$ cat src/rtl/mig_app_arbiter_if.sv
// Bus interfaces for the MIG app-port arbiter.
//   mig_req_if : one requester's command/write-data path plus its read-return strobe.
//                master = requester, slave = arbiter.
//   mig_app_if : MIG native app interface (command, write data, read return).
//                master = arbiter, slave = MIG.
interface mig_req_if #(
  parameter int ADDR_W = 30,
  parameter int DATA_W = 256
);
  logic                  valid;
  logic                  ready;
  logic                  is_read;
  logic [ADDR_W-1:0]     addr;
  logic [DATA_W-1:0]     wdata;
  logic [DATA_W/8-1:0]   wmask;
  logic                  rsp_valid;

  modport master (output valid, is_read, addr, wdata, wmask, input ready, rsp_valid);
  modport slave  (input valid, is_read, addr, wdata, wmask, output ready, rsp_valid);
endinterface

interface mig_app_if #(
  parameter int ADDR_W = 30,
  parameter int DATA_W = 256
);
  logic                  rdy;
  logic                  en;
  logic [2:0]            cmd;
  logic [ADDR_W-1:0]     addr;
  logic                  wdf_rdy;
  logic                  wdf_wren;
  logic                  wdf_end;
  logic [DATA_W-1:0]     wdf_data;
  logic [DATA_W/8-1:0]   wdf_mask;
  logic [DATA_W-1:0]     rd_data;
  logic                  rd_data_valid;

  modport master (output en, cmd, addr, wdf_wren, wdf_end, wdf_data, wdf_mask,
                  input rdy, wdf_rdy, rd_data, rd_data_valid);
  modport slave  (input en, cmd, addr, wdf_wren, wdf_end, wdf_data, wdf_mask,
                  output rdy, wdf_rdy, rd_data, rd_data_valid);
endinterface

$ cat src/rtl/mig_app_arbiter.sv
// Round-robin arbiter sharing one MIG native app interface between two
// requesters (0 = host pipe-command path, 1 = auxiliary engine). One command
// is in flight at a time; app_en / app_wdf_wren are held until the MIG
// accepts each. Read returns are steered to their originator through an
// in-order tag FIFO.
// Ports:
//   sys_clk, rst_n     clock, asynchronous active-low reset
//   calib_done         MIG calibration complete; gates new grants
//   req0, req1         requester buses (valid/ready/is_read/addr/wdata/wmask, rsp_valid)
//   app                MIG app interface
//   rsp_data           read data shared by both requesters
//   rd_orphan_err      sticky: read data arrived with no outstanding read
module mig_app_arbiter #(
  parameter int ADDR_W    = 30,
  parameter int DATA_W    = 256,
  parameter int TAG_DEPTH = 16
) (
  input  logic              sys_clk,
  input  logic              rst_n,
  input  logic              calib_done,
  mig_req_if.slave          req0,
  mig_req_if.slave          req1,
  mig_app_if.master         app,
  output logic [DATA_W-1:0] rsp_data,
  output logic              rd_orphan_err
);

  localparam int PTR_W = $clog2(TAG_DEPTH);
  localparam int CNT_W = PTR_W + 1;
  localparam int MSK_W = DATA_W / 8;
  localparam logic [PTR_W-1:0] PTR_ONE = PTR_W'(1);
  localparam logic [CNT_W-1:0] CNT_ONE = CNT_W'(1);
  localparam logic [CNT_W-1:0] CNT_MAX = CNT_W'(TAG_DEPTH);

  typedef enum logic {IDLE, ISSUE} state_t;

  state_t             state_q, state_d;
  logic               run_q;          // low during and one cycle after reset: keeps ready at 0
  logic               last_grant_q;
  logic               gnt_id_q;
  logic               is_read_q;
  logic               app_en_q;
  logic               wren_q;
  logic [ADDR_W-1:0]  addr_q;
  logic [DATA_W-1:0]  wdata_q;
  logic [MSK_W-1:0]   wmask_q;

  // Tag FIFO
  logic               tag_mem [TAG_DEPTH];
  logic [PTR_W-1:0]   wr_ptr_q, rd_ptr_q;
  logic [CNT_W-1:0]   count_q;
  logic               fifo_full, fifo_empty;

  logic               rsp0_q, rsp1_q;
  logic [DATA_W-1:0]  rsp_data_q;
  logic               orphan_q;

  logic               elig0, elig1;
  logic               grant_valid, grant_id;
  logic               cmd_done, wdf_done, issue_done;
  logic               push, pop;

  logic               sel_is_read;
  logic [ADDR_W-1:0]  sel_addr;
  logic [DATA_W-1:0]  sel_wdata;
  logic [MSK_W-1:0]   sel_wmask;

  assign fifo_full  = (count_q == CNT_MAX);
  assign fifo_empty = (count_q == '0);

  assign elig0 = req0.valid && calib_done && (!req0.is_read || !fifo_full);
  assign elig1 = req1.valid && calib_done && (!req1.is_read || !fifo_full);

  assign cmd_done   = app_en_q && app.rdy;
  assign wdf_done   = wren_q && app.wdf_rdy;
  // Both strobes will be low after this edge: each is either already low or accepted now.
  assign issue_done = (!app_en_q || app.rdy) && (!wren_q || app.wdf_rdy);

  assign push = (state_q == ISSUE) && cmd_done && is_read_q;
  assign pop  = app.rd_data_valid && !fifo_empty;

  // NOTE: every variable assigned in an always_comb gets a default first, so no path
  // through the block leaves a value unassigned and no latch is inferred.
  always_comb begin
    grant_valid = 1'b0;
    grant_id    = 1'b0;
    state_d     = state_q;
    if (state_q == IDLE && run_q) begin
      if (elig0 && elig1) begin
        grant_valid = 1'b1;
        grant_id    = ~last_grant_q;
      end else if (elig0 || elig1) begin
        grant_valid = 1'b1;
        grant_id    = elig1;
      end
    end
    case (state_q)
      IDLE:    if (grant_valid) state_d = ISSUE;
      ISSUE:   if (issue_done)  state_d = IDLE;
      default: state_d = IDLE;
    endcase
  end

  assign sel_is_read = grant_id ? req1.is_read : req0.is_read;
  assign sel_addr    = grant_id ? req1.addr    : req0.addr;
  assign sel_wdata   = grant_id ? req1.wdata   : req0.wdata;
  assign sel_wmask   = grant_id ? req1.wmask   : req0.wmask;

  assign req0.ready = grant_valid && !grant_id;
  assign req1.ready = grant_valid &&  grant_id;

  // NOTE: sequential state uses non-blocking assignments so every register samples
  // the pre-edge values of its inputs regardless of statement order.
  always_ff @(posedge sys_clk or negedge rst_n) begin
    if (!rst_n) begin
      state_q <= IDLE;
      run_q   <= 1'b0;
    end else begin
      state_q <= state_d;
      run_q   <= 1'b1;
    end
  end

  // Command/write-data issue registers.
  always_ff @(posedge sys_clk or negedge rst_n) begin
    if (!rst_n) begin
      last_grant_q <= 1'b1;
      gnt_id_q     <= 1'b0;
      is_read_q    <= 1'b0;
      app_en_q     <= 1'b0;
      wren_q       <= 1'b0;
      addr_q       <= '0;
      wdata_q      <= '0;
      wmask_q      <= '0;
    end else if (state_q == IDLE) begin
      if (grant_valid) begin
        last_grant_q <= grant_id;
        gnt_id_q     <= grant_id;
        is_read_q    <= sel_is_read;
        app_en_q     <= 1'b1;
        wren_q       <= !sel_is_read;
        addr_q       <= sel_addr;
        wdata_q      <= sel_is_read ? '0 : sel_wdata;
        wmask_q      <= sel_is_read ? '0 : sel_wmask;
      end
    end else begin
      if (cmd_done) app_en_q <= 1'b0;
      if (wdf_done) wren_q   <= 1'b0;
      if (issue_done) begin
        is_read_q <= 1'b0;
        addr_q    <= '0;
        wdata_q   <= '0;
        wmask_q   <= '0;
      end
    end
  end

  assign app.en       = app_en_q;
  assign app.cmd      = {2'b00, is_read_q};
  assign app.addr     = addr_q;
  assign app.wdf_wren = wren_q;
  assign app.wdf_end  = wren_q;
  assign app.wdf_data = wdata_q;
  assign app.wdf_mask = wmask_q;

  // NOTE: the tag storage is not reset; count and pointers alone decide which
  // entries are valid, so clearing the array would only cost reset fan-out.
  always_ff @(posedge sys_clk) begin
    if (push) tag_mem[wr_ptr_q] <= gnt_id_q;
  end

  always_ff @(posedge sys_clk or negedge rst_n) begin
    if (!rst_n) begin
      wr_ptr_q <= '0;
      rd_ptr_q <= '0;
      count_q  <= '0;
    end else begin
      if (push) wr_ptr_q <= wr_ptr_q + PTR_ONE;
      if (pop)  rd_ptr_q <= rd_ptr_q + PTR_ONE;
      case ({push, pop})
        2'b10:   count_q <= count_q + CNT_ONE;
        2'b01:   count_q <= count_q - CNT_ONE;
        default: count_q <= count_q;
      endcase
    end
  end

  // Read-return steering: one-cycle pulse to the requester whose tag is at the head.
  always_ff @(posedge sys_clk or negedge rst_n) begin
    if (!rst_n) begin
      rsp0_q     <= 1'b0;
      rsp1_q     <= 1'b0;
      rsp_data_q <= '0;
      orphan_q   <= 1'b0;
    end else begin
      rsp0_q <= pop && !tag_mem[rd_ptr_q];
      rsp1_q <= pop &&  tag_mem[rd_ptr_q];
      if (pop) rsp_data_q <= app.rd_data;
      if (app.rd_data_valid && fifo_empty) orphan_q <= 1'b1;
    end
  end

  assign req0.rsp_valid = rsp0_q;
  assign req1.rsp_valid = rsp1_q;
  assign rsp_data       = rsp_data_q;
  assign rd_orphan_err  = orphan_q;

endmodule
$ cat src/flat_wrapper.sv
// flat-port wrapper written by rule: the top's interface ports become plain ports
module mig_app_arbiter_flat 
#(
  parameter int ADDR_W    = 30,
  parameter int DATA_W    = 256,
  parameter int TAG_DEPTH = 16
)
  (sys_clk, rst_n, calib_done, rsp_data, rd_orphan_err, req0_valid, req0_is_read, req0_addr, req0_wdata, req0_wmask, req0_ready, req0_rsp_valid, req1_valid, req1_is_read, req1_addr, req1_wdata, req1_wmask, req1_ready, req1_rsp_valid, app_en, app_cmd, app_addr, app_wdf_wren, app_wdf_end, app_wdf_data, app_wdf_mask, app_rdy, app_wdf_rdy, app_rd_data, app_rd_data_valid);
  mig_req_if #(.ADDR_W(ADDR_W), .DATA_W(DATA_W)) req0_i ();
  mig_req_if #(.ADDR_W(ADDR_W), .DATA_W(DATA_W)) req1_i ();
  mig_app_if #(.ADDR_W(ADDR_W), .DATA_W(DATA_W)) app_i ();
  input  logic sys_clk;
  input  logic rst_n;
  input  logic calib_done;
  output logic [DATA_W-1:0] rsp_data;
  output logic rd_orphan_err;
  input wire logic [$bits(req0_i.valid)-1:0] req0_valid;
  input wire logic [$bits(req0_i.is_read)-1:0] req0_is_read;
  input wire logic [$bits(req0_i.addr)-1:0] req0_addr;
  input wire logic [$bits(req0_i.wdata)-1:0] req0_wdata;
  input wire logic [$bits(req0_i.wmask)-1:0] req0_wmask;
  output wire logic [$bits(req0_i.ready)-1:0] req0_ready;
  output wire logic [$bits(req0_i.rsp_valid)-1:0] req0_rsp_valid;
  input wire logic [$bits(req1_i.valid)-1:0] req1_valid;
  input wire logic [$bits(req1_i.is_read)-1:0] req1_is_read;
  input wire logic [$bits(req1_i.addr)-1:0] req1_addr;
  input wire logic [$bits(req1_i.wdata)-1:0] req1_wdata;
  input wire logic [$bits(req1_i.wmask)-1:0] req1_wmask;
  output wire logic [$bits(req1_i.ready)-1:0] req1_ready;
  output wire logic [$bits(req1_i.rsp_valid)-1:0] req1_rsp_valid;
  output wire logic [$bits(app_i.en)-1:0] app_en;
  output wire logic [$bits(app_i.cmd)-1:0] app_cmd;
  output wire logic [$bits(app_i.addr)-1:0] app_addr;
  output wire logic [$bits(app_i.wdf_wren)-1:0] app_wdf_wren;
  output wire logic [$bits(app_i.wdf_end)-1:0] app_wdf_end;
  output wire logic [$bits(app_i.wdf_data)-1:0] app_wdf_data;
  output wire logic [$bits(app_i.wdf_mask)-1:0] app_wdf_mask;
  input wire logic [$bits(app_i.rdy)-1:0] app_rdy;
  input wire logic [$bits(app_i.wdf_rdy)-1:0] app_wdf_rdy;
  input wire logic [$bits(app_i.rd_data)-1:0] app_rd_data;
  input wire logic [$bits(app_i.rd_data_valid)-1:0] app_rd_data_valid;
  assign req0_i.valid = req0_valid;
  assign req0_i.is_read = req0_is_read;
  assign req0_i.addr = req0_addr;
  assign req0_i.wdata = req0_wdata;
  assign req0_i.wmask = req0_wmask;
  assign req0_ready = req0_i.ready;
  assign req0_rsp_valid = req0_i.rsp_valid;
  assign req1_i.valid = req1_valid;
  assign req1_i.is_read = req1_is_read;
  assign req1_i.addr = req1_addr;
  assign req1_i.wdata = req1_wdata;
  assign req1_i.wmask = req1_wmask;
  assign req1_ready = req1_i.ready;
  assign req1_rsp_valid = req1_i.rsp_valid;
  assign app_en = app_i.en;
  assign app_cmd = app_i.cmd;
  assign app_addr = app_i.addr;
  assign app_wdf_wren = app_i.wdf_wren;
  assign app_wdf_end = app_i.wdf_end;
  assign app_wdf_data = app_i.wdf_data;
  assign app_wdf_mask = app_i.wdf_mask;
  assign app_i.rdy = app_rdy;
  assign app_i.wdf_rdy = app_wdf_rdy;
  assign app_i.rd_data = app_rd_data;
  assign app_i.rd_data_valid = app_rd_data_valid;
  mig_app_arbiter #(.ADDR_W(ADDR_W), .DATA_W(DATA_W), .TAG_DEPTH(TAG_DEPTH)) u_core (.sys_clk(sys_clk), .rst_n(rst_n), .calib_done(calib_done), .req0(req0_i), .req1(req1_i), .app(app_i), .rsp_data(rsp_data), .rd_orphan_err(rd_orphan_err));
endmodule
$ cat config.mk
export PLATFORM = sky130hd
export DESIGN_NAME = mig_app_arbiter_flat
export DESIGN_NICKNAME = d
export VERILOG_FILES = /design/src/rtl/mig_app_arbiter_if.sv /design/src/rtl/mig_app_arbiter.sv /design/src/flat_wrapper.sv
export SDC_FILE = /design/constraint.sdc
export NUM_CORES = 1
export LEC_CHECK = 0
export CORE_AREA = 8 8 566 568
export CTS_CLUSTER_SIZE = 25
export DETAILED_ROUTE_END_ITERATION = 6
export DIE_AREA = 0 0 574 576
export PLACE_DENSITY = 0.3
export SYNTH_ARGS = -nofsm -noshare
export SYNTH_HDL_FRONTEND = slang
export SYNTH_SLANG_ARGS = --single-unit
$ cat constraint.sdc
create_clock -name sys_clk -period 3.25 [get_ports sys_clk]
set_input_delay 0.4875 -clock sys_clk [delete_from_list [all_inputs] [get_ports sys_clk]]
set_output_delay 0.4875 -clock sys_clk [all_outputs]
set_load 0.01 [all_outputs]
* After elaboration in Yosys (flattened, before gate mapping)
Memories as Yosys holds them, arrays and structs flattened. Cells that the tools add are included.
Operators by class: $add $sub $neg 4, reductions and logical operators 38, mux-type cells 36, bitwise gates (word level) 2, eq/ne operators 6
Operator list (count):
- two-way mux 256 bit | 5
- two-way mux 32 bit | 5
- two-way mux 30 bit | 4
- two-way mux 1 bit | 20
- logical AND 1 bit | 17
- case mux 5 bit (2 select lines) | 1
- zero test 1 bit | 9
- adder 4 x 1 -> 4 bit, second input constant | 2
- AND reduction 2 bit | 4
- inequality test 2 bit, second input constant | 3
- adder 5 x 1 -> 5 bit, second input constant | 1
- == test 5 bit, second input constant | 1
- zero test 5 bit | 1
- logical OR 1 bit | 5
- subtractor 5 x 1 -> 5 bit, second input constant | 1
- nonzero test 2 bit | 2
- == test 2 x 1 -> 1 bit, second input constant | 1
- == test 2 bit, second input constant | 1
- inverter 1 bit | 2
- case mux 1 bit (2 select lines) | 1
Storage, ports and cells: bits in writable memories 16, memories 1, flip-flop bits (word level) 597, bits of input ports 902, logic and storage cells 104, output and inout bits 585
Memories:
- u_core.tag_mem | words 16, width 1, rd ports 1, clocked after Yosys merged registers in 0, wr ports 1, line mig_app_arbiter.sv:49 | logic tag_mem [TAG_DEPTH];

* Depth between registers and ports, before layout
depth in word-level cells 12, depth in mapped cells 13

* Worst setup path after synthesis
OpenSTA, ideal clock, no wires.
path type reg2reg, start point register u_core.count_q[1], end point register u_core.count_q[2], path buffers 3, path slack -0.201 ns, library setup time 0.128 ns, period minus slack after synthesis 3.451 ns, data arrival time 3.323 ns, data required time 3.122 ns, stages on the path, launching flop included 14, cell sequence dfrtp_1 buf_2 or4_1 o21ai_2 inv_2 clkbuf_1 ha_1 clkbuf_1 xor2_1 ha_1 or4b_2 o21ai_0 nor3_1 xnor2_1
Between the ends: cells in the longest elaborated chain, start to end 5, elaborated cells between the ends (all ways) 9
RTL lines:
- start: declaration | line mig_app_arbiter.sv:51 | logic [CNT_W-1:0] count_q;
- start signal: assignment | line mig_app_arbiter.sv:181 | 2'b10: count_q <= count_q + CNT_ONE;
- start signal: assignment | line mig_app_arbiter.sv:182 | 2'b01: count_q <= count_q - CNT_ONE;
- start signal: assignment | line mig_app_arbiter.sv:183 | default: count_q <= count_q;
- zero test 5 bit * | line mig_app_arbiter.sv:69 | assign fifo_empty = (count_q == '0);
- zero test 1 bit * | line mig_app_arbiter.sv:80 | assign pop = app.rd_data_valid && !fifo_empty;
- logical AND 1 bit * | line mig_app_arbiter.sv:80
- via u_core.pop | line mig_app_arbiter.sv:61 | logic push, pop;
- == test 2 x 1 -> 1 bit or == test 2 bit (tied branches) | line mig_app_arbiter.sv:180 | case ({push, pop})
- case mux 5 bit (2 select lines) or nonzero test 2 bit (tied branches)
Mark *: on every way through the listed nets, which the timed path passes. The rest lies on a longest branch. A chain may end at the register's enable or synchronous reset.

* Worst setup path in the final report
start point register u_core.count_q[0], end point output port req0_ready
Between the ends: cells in the longest elaborated chain, start to end 10, elaborated cells between the ends (all ways) 16
RTL lines:
- == test 5 bit * | line mig_app_arbiter.sv:68 | assign fifo_full = (count_q == CNT_MAX);
- zero test 1 bit * | line mig_app_arbiter.sv:71, mig_app_arbiter.sv:72
- logical OR 1 bit, on equally long branches | line mig_app_arbiter.sv:71, mig_app_arbiter.sv:72
- logical AND 1 bit, on equally long branches | line mig_app_arbiter.sv:71, mig_app_arbiter.sv:72
- logical OR 1 bit | line mig_app_arbiter.sv:92 | end else if (elig0 || elig1) begin
- two-way mux 1 bit | line mig_app_arbiter.sv:92
- two-way mux 1 bit | line mig_app_arbiter.sv:89 | if (elig0 && elig1) begin
- two-way mux 1 bit | line mig_app_arbiter.sv:88 | if (state_q == IDLE && run_q) begin
- zero test 1 bit | line mig_app_arbiter.sv:109 | assign req0.ready = grant_valid && !grant_id;
- logical AND 1 bit * | line mig_app_arbiter.sv:109
- end: declaration | line flat_wrapper.sv:22 | output wire logic [$bits(req0_i.ready)-1:0] req0_ready;
Every way passes the cells marked *; elsewhere a longest branch is shown, timed or not.

==> flow_summary.json <==
{
  "outcome": "finished clean",
  "floorplan.core_area_um2": 311000,
  "syn-mean-instance-area_um2": 10.8,
  "drv_slew": 0,
  "worst_skew_pair.late_latency_ns": 0.80,
  "unrepaired_setup_endpoints_after_global_routing": "no",
  "route.final.wire_length_um": 237000,
  "syn_inst": 2430,
  "synth-async-reset-ratio": 0.974,
  "power_per_cell_area_nw_per_um2": 637,
  "timing_worst_setup_path_type": "reg -> out",
  "worst_ep_arrival_time_ns": 2.60,
  "cap_violations": 0,
  "port_buffers": 1484,
  "top_level_ports": 1487,
  "cts-root-to-sink-buffers": 4,
  "synth_warnings": 0,
  "seq_area_frac_synth": 0.587,
  "min-delay-path-class": "in -> reg",
  "cp_common_cell": "sky130_fd_sc_hd__buf_4",
  "synthFlopType": "sky130_fd_sc_hd__dfrtp_1",
  "worstSetupEndpointType": "output port",
  "cp_num_buf_inv": 5,
  "totalNegativeSetupSlack_ns": 0,
  "layout.nets": 4860,
  "rows": 205,
  "antenna_found_initial": 169,
  "synth.lib_cells_used.distinct": 53,
  "worstMarginPinSlew_ns": 1.09,
  "synth_enable_flop_cells": 16,
  "peakVddDrop_mv": 0.485,
  "grtUsageTotal": 0.136,
  "clock_tree_from_tritoncts": "done",
  "hold_violations": 0,
  "most_frequent_standard_cell_in_the_layout_excluding_fill_and_tap_cells": "sky130_fd_sc_hd__clkdlybuf4s50_1",
  "clock_tree.htree_level_count": 3,
  "routed_via_density": 3.33,
  "post-route-drc-count": 0,
  "worstPathCellList": "buf_4, nor4_4, buf_4, buf_4, a211o_2, nor2_2, buf_4, nor2_1, clkdlybuf4s15_1",
  "postRouteAntennaNets": 0,
  "report.power.total_w": 0.0319,
  "cp_slowest_cell": "sky130_fd_sc_hd__dfrtp_1",
  "dpl.hpwl_um": 198000,
  "overflow": 0,
  "grt_first_pass_wirelength_um": 306000,
  "dr.first_iter.drc_count": 1809,
  "first_global_vias": 29200,
  "crit_required_ns": 2.76,
  "layout_worst_path_cycle_share": 0.950,
  "final.min_clock_period_ns": 3.09,
  "static-leakage-power_nw": 20.2,
  "initial_utilization": 0.0845,
  "setup-violations-final": 0,
  "multi_input_area_um2": 9910,
  "die-width_um": 574,
  "worst_clock_skew_ns": 0.0679,
  "via_count": 27200,
  "dieArea_um2": 331000,
  "height_of_the_die_um": 576,
  "clock_tree.root_cell": "sky130_fd_sc_hd__clkbuf_16",
  "final_cell_mix": "sky130_fd_sc_hd__clkdlybuf4s50_1 (1,481), sky130_fd_sc_hd__nand2_1 (781), sky130_fd_sc_hd__dfrtp_1 (596), sky130_fd_sc_hd__nor3b_1 (319), sky130_fd_sc_hd__a221o_1 (289)",
  "nFillCells": 34900,
  "worst_slew_margin_rel": 0.272,
  "timing.critical_path.from_type": "register",
  "layout.area.seq_um2": 15400,
  "placedCellCount": 7994,
  "largest_net_degree_at_the_start_of_global_routing": 158,
  "syn_area_um2": 26300,
  "number_of_cts_inserted_buffers": 91,
  "cp_top_family": "buffers and inverters",
  "max_clock_freq_mhz": 324,
  "drt_pass1_iterations": 5,
  "cts.reportedPaths.clkPinSlew_ns": 0.06,
  "worstPathMaxFanout": 5,
  "slowest_delay_ns": 0.37,
  "cts.sinks": 613,
  "area.growth.synth_to_final_pct": 90.4,
  "place.gp.congestion": 0.791,
  "route.detailed.wl_per_inst_um": 28.9,
  "synth_seq_cells": 613,
  "post_route_cells_drive_above_1_share": 0.0804,
  "final_cell_count_no_fill": 8189
}
==> layout make-up <==
class	count	share of cell area
Clock inverter	18	0.00540
Antenna cell	33	0.00165
Inverter	9	0.000826
Timing Repair Buffer	1648	0.328
Multi-Input combinational cell	1588	0.198
Clock buffer	140	0.0540
Tap cell	4140	0.104
Sequential cell	613	0.308
==> layer usage <==
| layer | up-vias | GRT usage | share of wire |
|---|---|---|---|
| met4 | 96 | 0.0235 | 0.021 |
| li1 | 11700 | - | - |
| met1 | 13700 | 0.147 | 0.37 |
| met3 | 382 | 0.0596 | 0.099 |
| met5 | - | 0 | 0.0027 |
| met2 | 1374 | 0.249 | 0.50 |
==> flip-flops by register name, summed over array words and instances, names as in the netlist, 4 cells and up <==
| register | count |
|---|---|
| u_core.app.addr | 30 |
| u_core.tag_mem | 16 |
| u_core.count_q | 5 |
| u_core.rsp_data | 256 |
| u_core.app.wdf_data | 256 |
| u_core.wr_ptr_q | 4 |
| u_core.app.wdf_mask | 32 |
| u_core.rd_ptr_q | 4 |
==> worst register-to-register path, stage by stage, from the launching register on <==
cell	delay, ns
sky130_fd_sc_hd__dfrtp_1	0.38
sky130_fd_sc_hd__or4_4	0.56
sky130_fd_sc_hd__o21ai_4	0.24
sky130_fd_sc_hd__inv_8	0.09
sky130_fd_sc_hd__ha_1	0.24
sky130_fd_sc_hd__xor2_1	0.17
sky130_fd_sc_hd__ha_2	0.20
sky130_fd_sc_hd__or4b_2	0.62
sky130_fd_sc_hd__o21ai_0	0.09
sky130_fd_sc_hd__nor3_1	0.08
sky130_fd_sc_hd__xnor2_1	0.15
==> what timing repair did <==
item | CTS | global route
hold buffers | 1 | 0
hold endpoints to repair | 31 | 0
endpoints found under the setup margin | 2 | 1
pin swaps | 3 | 0
setup buffers | 3 | 0
resized for setup | 3 | 2
==> kinds of logic after synthesis <==
group           Yosys count  synth area share
compound gates          407             0.147
xor+xnor                 11           0.00367
fa+ha+maj                 7           0.00333
buf+inv                 230            0.0384
flops                   613             0.587
mux                       8           0.00510
other cells               2          0.000286
simple gates           1152             0.215
==> cell usage after synthesis, types with 2 or more instances <==
master,instances,share of area
sky130_fd_sc_hd__nand2_1,781,0.11
sky130_fd_sc_hd__dfrtp_1,596,0.57
sky130_fd_sc_hd__nor3b_1,319,0.091
sky130_fd_sc_hd__a221o_1,289,0.11
sky130_fd_sc_hd__clkbuf_1,123,0.018
sky130_fd_sc_hd__buf_2,83,0.016
sky130_fd_sc_hd__a211o_1,32,0.011
sky130_fd_sc_hd__o21a_1,30,0.0086
sky130_fd_sc_hd__o31a_1,30,0.010
sky130_fd_sc_hd__edfxtp_1,16,0.018
sky130_fd_sc_hd__buf_4,11,0.0031
sky130_fd_sc_hd__and2_1,10,0.0024
sky130_fd_sc_hd__and3_1,10,0.0024
sky130_fd_sc_hd__xnor2_1,9,0.0030
sky130_fd_sc_hd__inv_1,8,0.0011
sky130_fd_sc_hd__nor2_1,8,0.0011
sky130_fd_sc_hd__ha_1,7,0.0033
sky130_fd_sc_hd__nand2b_1,6,0.0014
sky130_fd_sc_hd__a21o_1,4,0.0011
sky130_fd_sc_hd__a21oi_1,4,0.00076
sky130_fd_sc_hd__buf_1,4,0.00057
sky130_fd_sc_hd__mux4_2,4,0.0034
sky130_fd_sc_hd__nor3_1,4,0.00076
sky130_fd_sc_hd__mux2_2,3,0.0013
sky130_fd_sc_hd__nand3_1,3,0.00057
sky130_fd_sc_hd__o21ai_0,3,0.00057
sky130_fd_sc_hd__a211oi_1,2,0.00057
sky130_fd_sc_hd__a211oi_2,2,0.00095
sky130_fd_sc_hd__a31oi_1,2,0.00048
sky130_fd_sc_hd__and4_1,2,0.00067
sky130_fd_sc_hd__conb_1,2,0.00029
sky130_fd_sc_hd__xor2_1,2,0.00067
==> path summary, 6_finish.rpt <==
path / from / end / slack (ns) / depth (start not counted)
min in group asynchronous: rst_n / u_core.rsp_data[116] / 0.42 / 2
worst max-delay path: u_core.count_q[0] / req0_ready / 0.16 / 9
worst max register to register: u_core.count_q[2] / u_core.count_q[2] / 0.34 / 10
worst min register to register: u_core.rd_orphan_err / u_core.rd_orphan_err / 0.47 / 1
max in group asynchronous: rst_n / u_core.app.wdf_data[98] / 1.89 / 3
worst min-delay path: app_rd_data[114] / u_core.rsp_data[114] / 0.22 / 3
==> where the power goes <==
group	internal, W	leakage [nW]	switching, W	total [W]
Sequential	0.00941	7.79	0.00138	0.0108
Clock	0.00609	1.45	0.00409	0.0102
Combinational	0.00550	10.9	0.00540	0.0109
==> stage by stage <==
step / setup WS [ns] / hold slack [ns] / instance area, µm² / util
2_1_floorplan: 0.000769 / 0.192 / 26300 / -
3_5_place_dp: 0.179 / 0.456 / 46900 / 0.151
6_report: 0.164 / 0.217 / 50000 / 0.161
4_1_cts: 0.0116 / 0.101 / 49900 / 0.161
3_3_place_gp: 0.211 / 0.446 / 46900 / 0.151
5_1_grt: 0.00411 / 0.131 / 50000 / 0.161
(Power assumes the default switching activity.)
